===== src/rtl/ps2_frame_receiver.sv =====
// PS/2 device-to-host frame receiver: start/parity/stop checking, inter-edge
// timeout, error/overflow strobes and a first-word-fall-through output FIFO.
module ps2_frame_receiver #(
    parameter int DATA_BITS      = 8,
    parameter int PARITY_MODE    = 1,
    parameter int TIMEOUT_CYCLES = 20000,
    parameter int FIFO_DEPTH     = 4
) (
    input  logic                          clk,
    input  logic                          rst,
    input  logic                          enable,
    input  logic                          ps2_clk_posedge,
    input  logic                          ps2_data,
    input  logic                          rx_ready,
    output logic                          rx_valid,
    output logic [DATA_BITS-1:0]          rx_data,
    output logic                          rx_parity_err,
    output logic                          frame_err_strb,
    output logic [1:0]                    frame_err_code,
    output logic                          overflow_strb,
    output logic [$clog2(FIFO_DEPTH):0]   fifo_count,
    output logic                          busy
);

    localparam int PTR_W = $clog2(FIFO_DEPTH);
    localparam int CNT_W = PTR_W + 1;
    localparam int BIT_W = (DATA_BITS > 1) ? $clog2(DATA_BITS) : 1;
    localparam int TMR_W = $clog2(TIMEOUT_CYCLES + 1);

    localparam logic [1:0] IDLE   = 2'd0;
    localparam logic [1:0] DATA   = 2'd1;
    localparam logic [1:0] PARITY = 2'd2;
    localparam logic [1:0] STOP   = 2'd3;

    localparam logic [1:0] ERR_STOP    = 2'b01;
    localparam logic [1:0] ERR_TIMEOUT = 2'b10;

    localparam logic [BIT_W-1:0] LAST_BIT   = BIT_W'(DATA_BITS - 1);
    localparam logic [TMR_W-1:0] TMR_LAST   = TMR_W'(TIMEOUT_CYCLES - 1);
    localparam logic [CNT_W-1:0] FULL_COUNT = CNT_W'(FIFO_DEPTH);
    localparam logic             ODD_MODE   = (PARITY_MODE == 1);

    typedef struct packed {
        logic                 parity_err;
        logic [DATA_BITS-1:0] data;
    } entry_t;

    logic [1:0]           state;
    logic [BIT_W-1:0]     bit_cnt;
    logic [DATA_BITS-1:0] shift;
    logic                 parity_err;
    logic [TMR_W-1:0]     timer;

    entry_t               mem [FIFO_DEPTH];
    logic [PTR_W-1:0]     wr_ptr;
    logic [PTR_W-1:0]     rd_ptr;
    logic [CNT_W-1:0]     count;
    entry_t               head;

    logic in_frame;
    logic start_hit;
    logic timeout_hit;
    logic stop_edge;
    logic push;
    logic stop_err;
    logic pop;
    logic full;
    logic push_ok;
    logic overflow;
    logic parity_calc;

    assign in_frame    = (state != IDLE);
    assign start_hit   = (state == IDLE) && ps2_clk_posedge && !ps2_data && enable;
    // A clock edge in the same cycle as the limit keeps the frame alive.
    assign timeout_hit = in_frame && !ps2_clk_posedge && (timer == TMR_LAST);
    assign stop_edge   = (state == STOP) && ps2_clk_posedge;
    assign push        = stop_edge && ps2_data;
    assign stop_err    = stop_edge && !ps2_data;
    assign parity_calc = ((^shift) ^ ps2_data) != ODD_MODE;

    assign pop      = rx_valid && rx_ready;
    assign full     = (count == FULL_COUNT);
    assign push_ok  = push && (!full || pop);
    assign overflow = push && full && !pop;

    // NOTE: sequential state uses non-blocking assignments so every register
    // samples the pre-edge values regardless of statement order.
    always_ff @(posedge clk) begin
        if (rst) begin
            state      <= IDLE;
            bit_cnt    <= '0;
            shift      <= '0;
            parity_err <= 1'b0;
            timer      <= '0;
        end else begin
            if (state == IDLE || ps2_clk_posedge) begin
                timer <= '0;
            end else begin
                timer <= timer + TMR_W'(1);
            end

            case (state)
                IDLE: begin
                    if (start_hit) begin
                        state      <= DATA;
                        bit_cnt    <= '0;
                        parity_err <= 1'b0;
                    end
                end
                DATA: begin
                    if (timeout_hit) begin
                        state <= IDLE;
                    end else if (ps2_clk_posedge) begin
                        // LSB arrives first, so shifting in at the MSB leaves it at bit 0.
                        shift <= {ps2_data, shift[DATA_BITS-1:1]};
                        if (bit_cnt == LAST_BIT) begin
                            state <= (PARITY_MODE != 0) ? PARITY : STOP;
                        end else begin
                            bit_cnt <= bit_cnt + BIT_W'(1);
                        end
                    end
                end
                PARITY: begin
                    if (timeout_hit) begin
                        state <= IDLE;
                    end else if (ps2_clk_posedge) begin
                        parity_err <= parity_calc;
                        state      <= STOP;
                    end
                end
                STOP: begin
                    if (timeout_hit || ps2_clk_posedge) begin
                        state <= IDLE;
                    end
                end
                default: state <= IDLE;
            endcase
        end
    end

    always_ff @(posedge clk) begin
        if (rst) begin
            frame_err_strb <= 1'b0;
            overflow_strb  <= 1'b0;
            frame_err_code <= 2'b00;
        end else begin
            frame_err_strb <= stop_err || timeout_hit;
            overflow_strb  <= overflow;
            if (stop_err) begin
                frame_err_code <= ERR_STOP;
            end else if (timeout_hit) begin
                frame_err_code <= ERR_TIMEOUT;
            end
        end
    end

    always_ff @(posedge clk) begin
        if (rst) begin
            wr_ptr <= '0;
            rd_ptr <= '0;
            count  <= '0;
        end else begin
            if (push_ok) begin
                wr_ptr <= wr_ptr + PTR_W'(1);
            end
            if (pop) begin
                rd_ptr <= rd_ptr + PTR_W'(1);
            end
            case ({push_ok, pop})
                2'b10:   count <= count + CNT_W'(1);
                2'b01:   count <= count - CNT_W'(1);
                default: count <= count;
            endcase
        end
    end

    // NOTE: storage is deliberately not reset; the read side is gated by
    // rx_valid, so stale entries are never observable after a flush.
    always_ff @(posedge clk) begin
        if (push_ok) begin
            mem[wr_ptr] <= '{parity_err: parity_err, data: shift};
        end
    end

    assign head          = mem[rd_ptr];
    assign rx_valid      = (count != '0);
    assign rx_data       = rx_valid ? head.data : '0;
    assign rx_parity_err = rx_valid && head.parity_err;
    assign fifo_count    = count;
    assign busy          = in_frame;

endmodule


===== config.mk =====
export PLATFORM = sky130hd
export DESIGN_NAME = ps2_frame_receiver
export DESIGN_NICKNAME = d
export VERILOG_FILES = /design/src/rtl/ps2_frame_receiver.sv
export SDC_FILE = /design/constraint.sdc
export NUM_CORES = 1
export LEC_CHECK = 0
export CAP_MARGIN = 0
export CORE_MARGIN = 2
export CORE_UTILIZATION = 50
export DETAILED_ROUTE_END_ITERATION = 12
export PLACE_DENSITY = 0.7
export SETUP_SLACK_MARGIN = 0.05
export SLEW_MARGIN = 20
export SYNTH_ARGS = -nofsm -noshare
export SYNTH_HDL_FRONTEND = slang
export SYNTH_SLANG_ARGS = --single-unit

===== constraint.sdc =====
create_clock -name clk -period 4.2 [get_ports clk]
set_clock_uncertainty 0.15 [all_clocks]
set_input_delay 1.05 -clock clk [delete_from_list [all_inputs] [get_ports clk]]
set_output_delay 1.05 -clock clk [all_outputs]
set_load 0.005 [all_outputs]

==> metrics list <==
- After floorplanning, the core was divided into 29 placement rows.
- Synthesis inferred around 80 register bits.
- Entering global routing, the biggest net connects 29 pins.
- STA puts the critical path data required time at 3.00 ns.
- CTS Hold Buffers Added: 0
- For this run, the register share of the synthesized area comes to 0.582.
- Post-CTS timing repair inserted 0 buffers for setup.
- The startpoint identified for the worst hold timing path is timer[0].
- Number of vias in the routed layout: 2017
- In the final routed layout, each cell accounts on average for ~15 µm.
- Initial standard-cell utilization of the core: 0.520
* Detailed Route WL: 5500 µm
- Mean instance size in the synthesized netlist: between 10 and 15 µm²
* Die H: approximately 85 µm
- Placed Instance Area: 3590 µm²
- Worst endpoint data arrival time: 2.25 ns
- Share of flip-flops with an asynchronous set or reset: 0
* Main flop type after synthesis: sky130_fd_sc_hd__dfxtp_1
- In this run the power spent charging and discharging nets is approximately 290 µW.
* Max FO, Critical Path: 9
- Number of DRC violations after detailed-routing iteration 0: 105
* # diodes: 0
- Crit path capture type: output pin
* Total gr overflow: 0
* Proportion of layout cells with a drive suffix above 1: 0.103
* Post-synth EDFFs: 36
* Final Hold Fails: 0
- Of the total power, registers draw 0.555.
- The floorplan step set the die width to 85.3 µm.
* Number of DRC violations after detailed routing: 0
- Drt first pass iters: 4
* Kind of critical path: reg2out
* Final worst path period need: 3.45 ns
- The share of total power dissipated in combinational logic is 0.020.
- GPL Wtd Cong: 0.760
- Clock network fraction of total power: 0.426
* Leakage Power: 0.00133 µW
* Tot Pwr: 1420 µW
- sky130_fd_sc_hd__dfxtp_1 is the most common cell in the netlist.
- The multi-input combinational cells in the finished layout cover a total of 1290 µm².
- The worst setup path is launched from a register.
- The worst pin sits at a relative slew slack of 0.577.
- Of the total power, the share spent switching nets is 0.201.
* Clock buffer count from CTS: 9
- Unrepaired setup endpoints after global routing: no
- CTS tree: done
* Dominant cell type by area after synthesis: sky130_fd_sc_hd__edfxtp_1
- CTS Root Cell: sky130_fd_sc_hd__clkbuf_8
- For this run, the post-layout net count is 311.
- Detailed placement finished with a half-perimeter wire length of 3840 µm.
* Count of antenna-violating nets left after detailed routing: 0
* Per-cell via count in the routed design: 5.34
- Post-synthesis cell area: ~3300 µm²
* Fraction of post-synthesis cell area in the top cell type by area: 0.328
* Number of nets in the synthesized netlist: approximately 290
- Clk sink count: 78
* Wire length of the first global-routing pass: approximately 9400 µm
* Final total negative setup slack: 0 ns
- For this design the ratio of total power to cell area is 373 nW/µm².
- Pin slew with the least headroom to its limit: 0.634 ns
- Synth area leaders: sky130_fd_sc_hd__edfxtp_1, sky130_fd_sc_hd__dfxtp_1, sky130_fd_sc_hd__mux4_2, sky130_fd_sc_hd__nor2_1, sky130_fd_sc_hd__ha_1
* Level count of the clock H-tree: 3
- The core region is 6350 µm².
- The number of slew-limit violations in the final report came to 0.
- Fillers: between 400 and 500
* Worst Hold Class: reg2reg
- The longest clock path from root to sink contains 2 buffers.
- Number of library cell types mapped by synthesis: 38
- Cell Int Power: 1140 µW
* Yosys warnings: 0
* Synth-to-Final Area Change: 15.5%
- The worst-case IR drop observed on VDD is 232 µV.
* Area occupied by registers: just under 2000 µm²
* Io pins: 24
- The die covers 7270 µm².
- Antenna violations before repair: 0
- The number of global-route vias before repair was around 2000.
- Dividing the final minimum period by the clock period gives 0.821.
- Clock transition time at the flip-flop clock pins of the worst setup and hold paths: around 0.08 ns
- The commonest cells after synthesis are sky130_fd_sc_hd__dfxtp_1, sky130_fd_sc_hd__edfxtp_1, sky130_fd_sc_hd__nor2_1.
- Count of mapped cells out of synthesis: 274
- Global router's overall resource usage: 0.167
- Result of the run: completed
- Count of buffers inserted at the top-level ports: 23
* Fmax achieved: around 290 MHz
* Max-Cap Viols: 0
- Startpoint of the most critical register-to-register path: fifo_count[0]
- Setup violations remaining at the end of the flow were counted as 0.
* Design Area, Final: 3810 µm²
- The clock reaches the later pin of the worst-skew pair after 0.33 ns.
* Quantity of gates resized following cts: 0
## path summary, 6_finish.rpt
check                       end  slack (ns)  cells after the start
setup / recovery     rx_data[7]        0.75                      3
hold / removal         timer[0]        0.31                      1
setup reg to reg  fifo_count[2]        1.55                      9
hold reg to reg        timer[0]        0.31                      1
## routing by layer
metal	up-vias	wire, µm	part of all wire	track usage
met3	8	179	0.033	0.0331
met1	961	2480	0.45	0.222
li1	1014	-	-	-
met4	0	82	0.015	0.0779
met2	34	2750	0.50	0.264
met5	-	0	0	0
## metrics by stage
step           instances  utilization  setup slack [ns]  hold WS [ns]
2_1_floorplan        274            -             0.955         0.276
3_3_place_gp         362        0.565             0.529         0.295
3_5_place_dp         362        0.565             0.448         0.296
4_1_cts              378        0.600             0.675         0.314
5_1_grt              378        0.600             0.576         0.345
6_report             378        0.600             0.753         0.308
## power groups by stage
stage	clock network (µW)	logic, µW	registers (µW)
floorplan	0	17.8	806
global placement	0	27.7	807
detailed placement	0	27.9	807
CTS	619	28.1	789
global route	650	30.7	790
finish	606	27.8	790
## cell families (layout without fill, tap and decap cells)
group,Yosys count,count (layout),share of synthesized area
simple gates,96,96,0.156
flops,78,78,0.582
compound gates,28,28,0.0497
buf+inv,24,51,0.0273
xor+xnor,21,21,0.0599
mux,18,18,0.0887
fa+ha+maj,9,9,0.0364
## worst max-delay path, stage by stage, from the launching register on
cell	delay, ns
sky130_fd_sc_hd__dfxtp_1	0.73
sky130_fd_sc_hd__mux4_2	0.58
sky130_fd_sc_hd__and2_1	0.16
sky130_fd_sc_hd__clkdlybuf4s50_1	0.44
## layout make-up
cell class	instances	area share
Timing Repair Buffer	25	0.0643
Sequential cell	78	0.504
Clock inverter	7	0.0256
Inverter	10	0.00985
Multi-Input combinational cell	172	0.338
Tap cell	77	0.0253
Clock buffer	9	0.0325
## sequential cells by signal, summed over array words and instances (netlist names), 2 cells and up, named ones only
signal	count
shift	8
timer	15
frame_err_code	2
wr_ptr	2
state	2
fifo_count	3
rd_ptr	2
mem	36
bit_cnt	3
## cells in the final DEF, fill, tap and decap left out, types with 2 or more instances in the layout
master                            netlist  routed
sky130_fd_sc_hd__dfxtp_1               42      42
sky130_fd_sc_hd__nand2_1               10      10
sky130_fd_sc_hd__nor2_1                29      29
sky130_fd_sc_hd__nand4_1                5       5
sky130_fd_sc_hd__mux4_2                 9       9
sky130_fd_sc_hd__clkinv_4               0       2
sky130_fd_sc_hd__o2111ai_1              2       2
sky130_fd_sc_hd__o21ai_0               10      10
sky130_fd_sc_hd__a21oi_1               11      11
sky130_fd_sc_hd__nand3_1                9       9
sky130_fd_sc_hd__nor2b_1                7       7
sky130_fd_sc_hd__and2_1                15      15
sky130_fd_sc_hd__and4_1                 2       2
sky130_fd_sc_hd__or3_1                  7       7
sky130_fd_sc_hd__or2_2                  2       2
sky130_fd_sc_hd__xor2_1                11      11
sky130_fd_sc_hd__nor3_1                 2       2
sky130_fd_sc_hd__xnor2_1                9       9
sky130_fd_sc_hd__mux2i_1                9       9
sky130_fd_sc_hd__bufinv_16              0       2
sky130_fd_sc_hd__clkbuf_8               0       9
sky130_fd_sc_hd__clkdlybuf4s50_1        0      23
sky130_fd_sc_hd__buf_4                  0       2
sky130_fd_sc_hd__ha_1                   8       8
sky130_fd_sc_hd__edfxtp_1              36      36
sky130_fd_sc_hd__inv_1                 10      10
(Power assumes the default switching activity.)
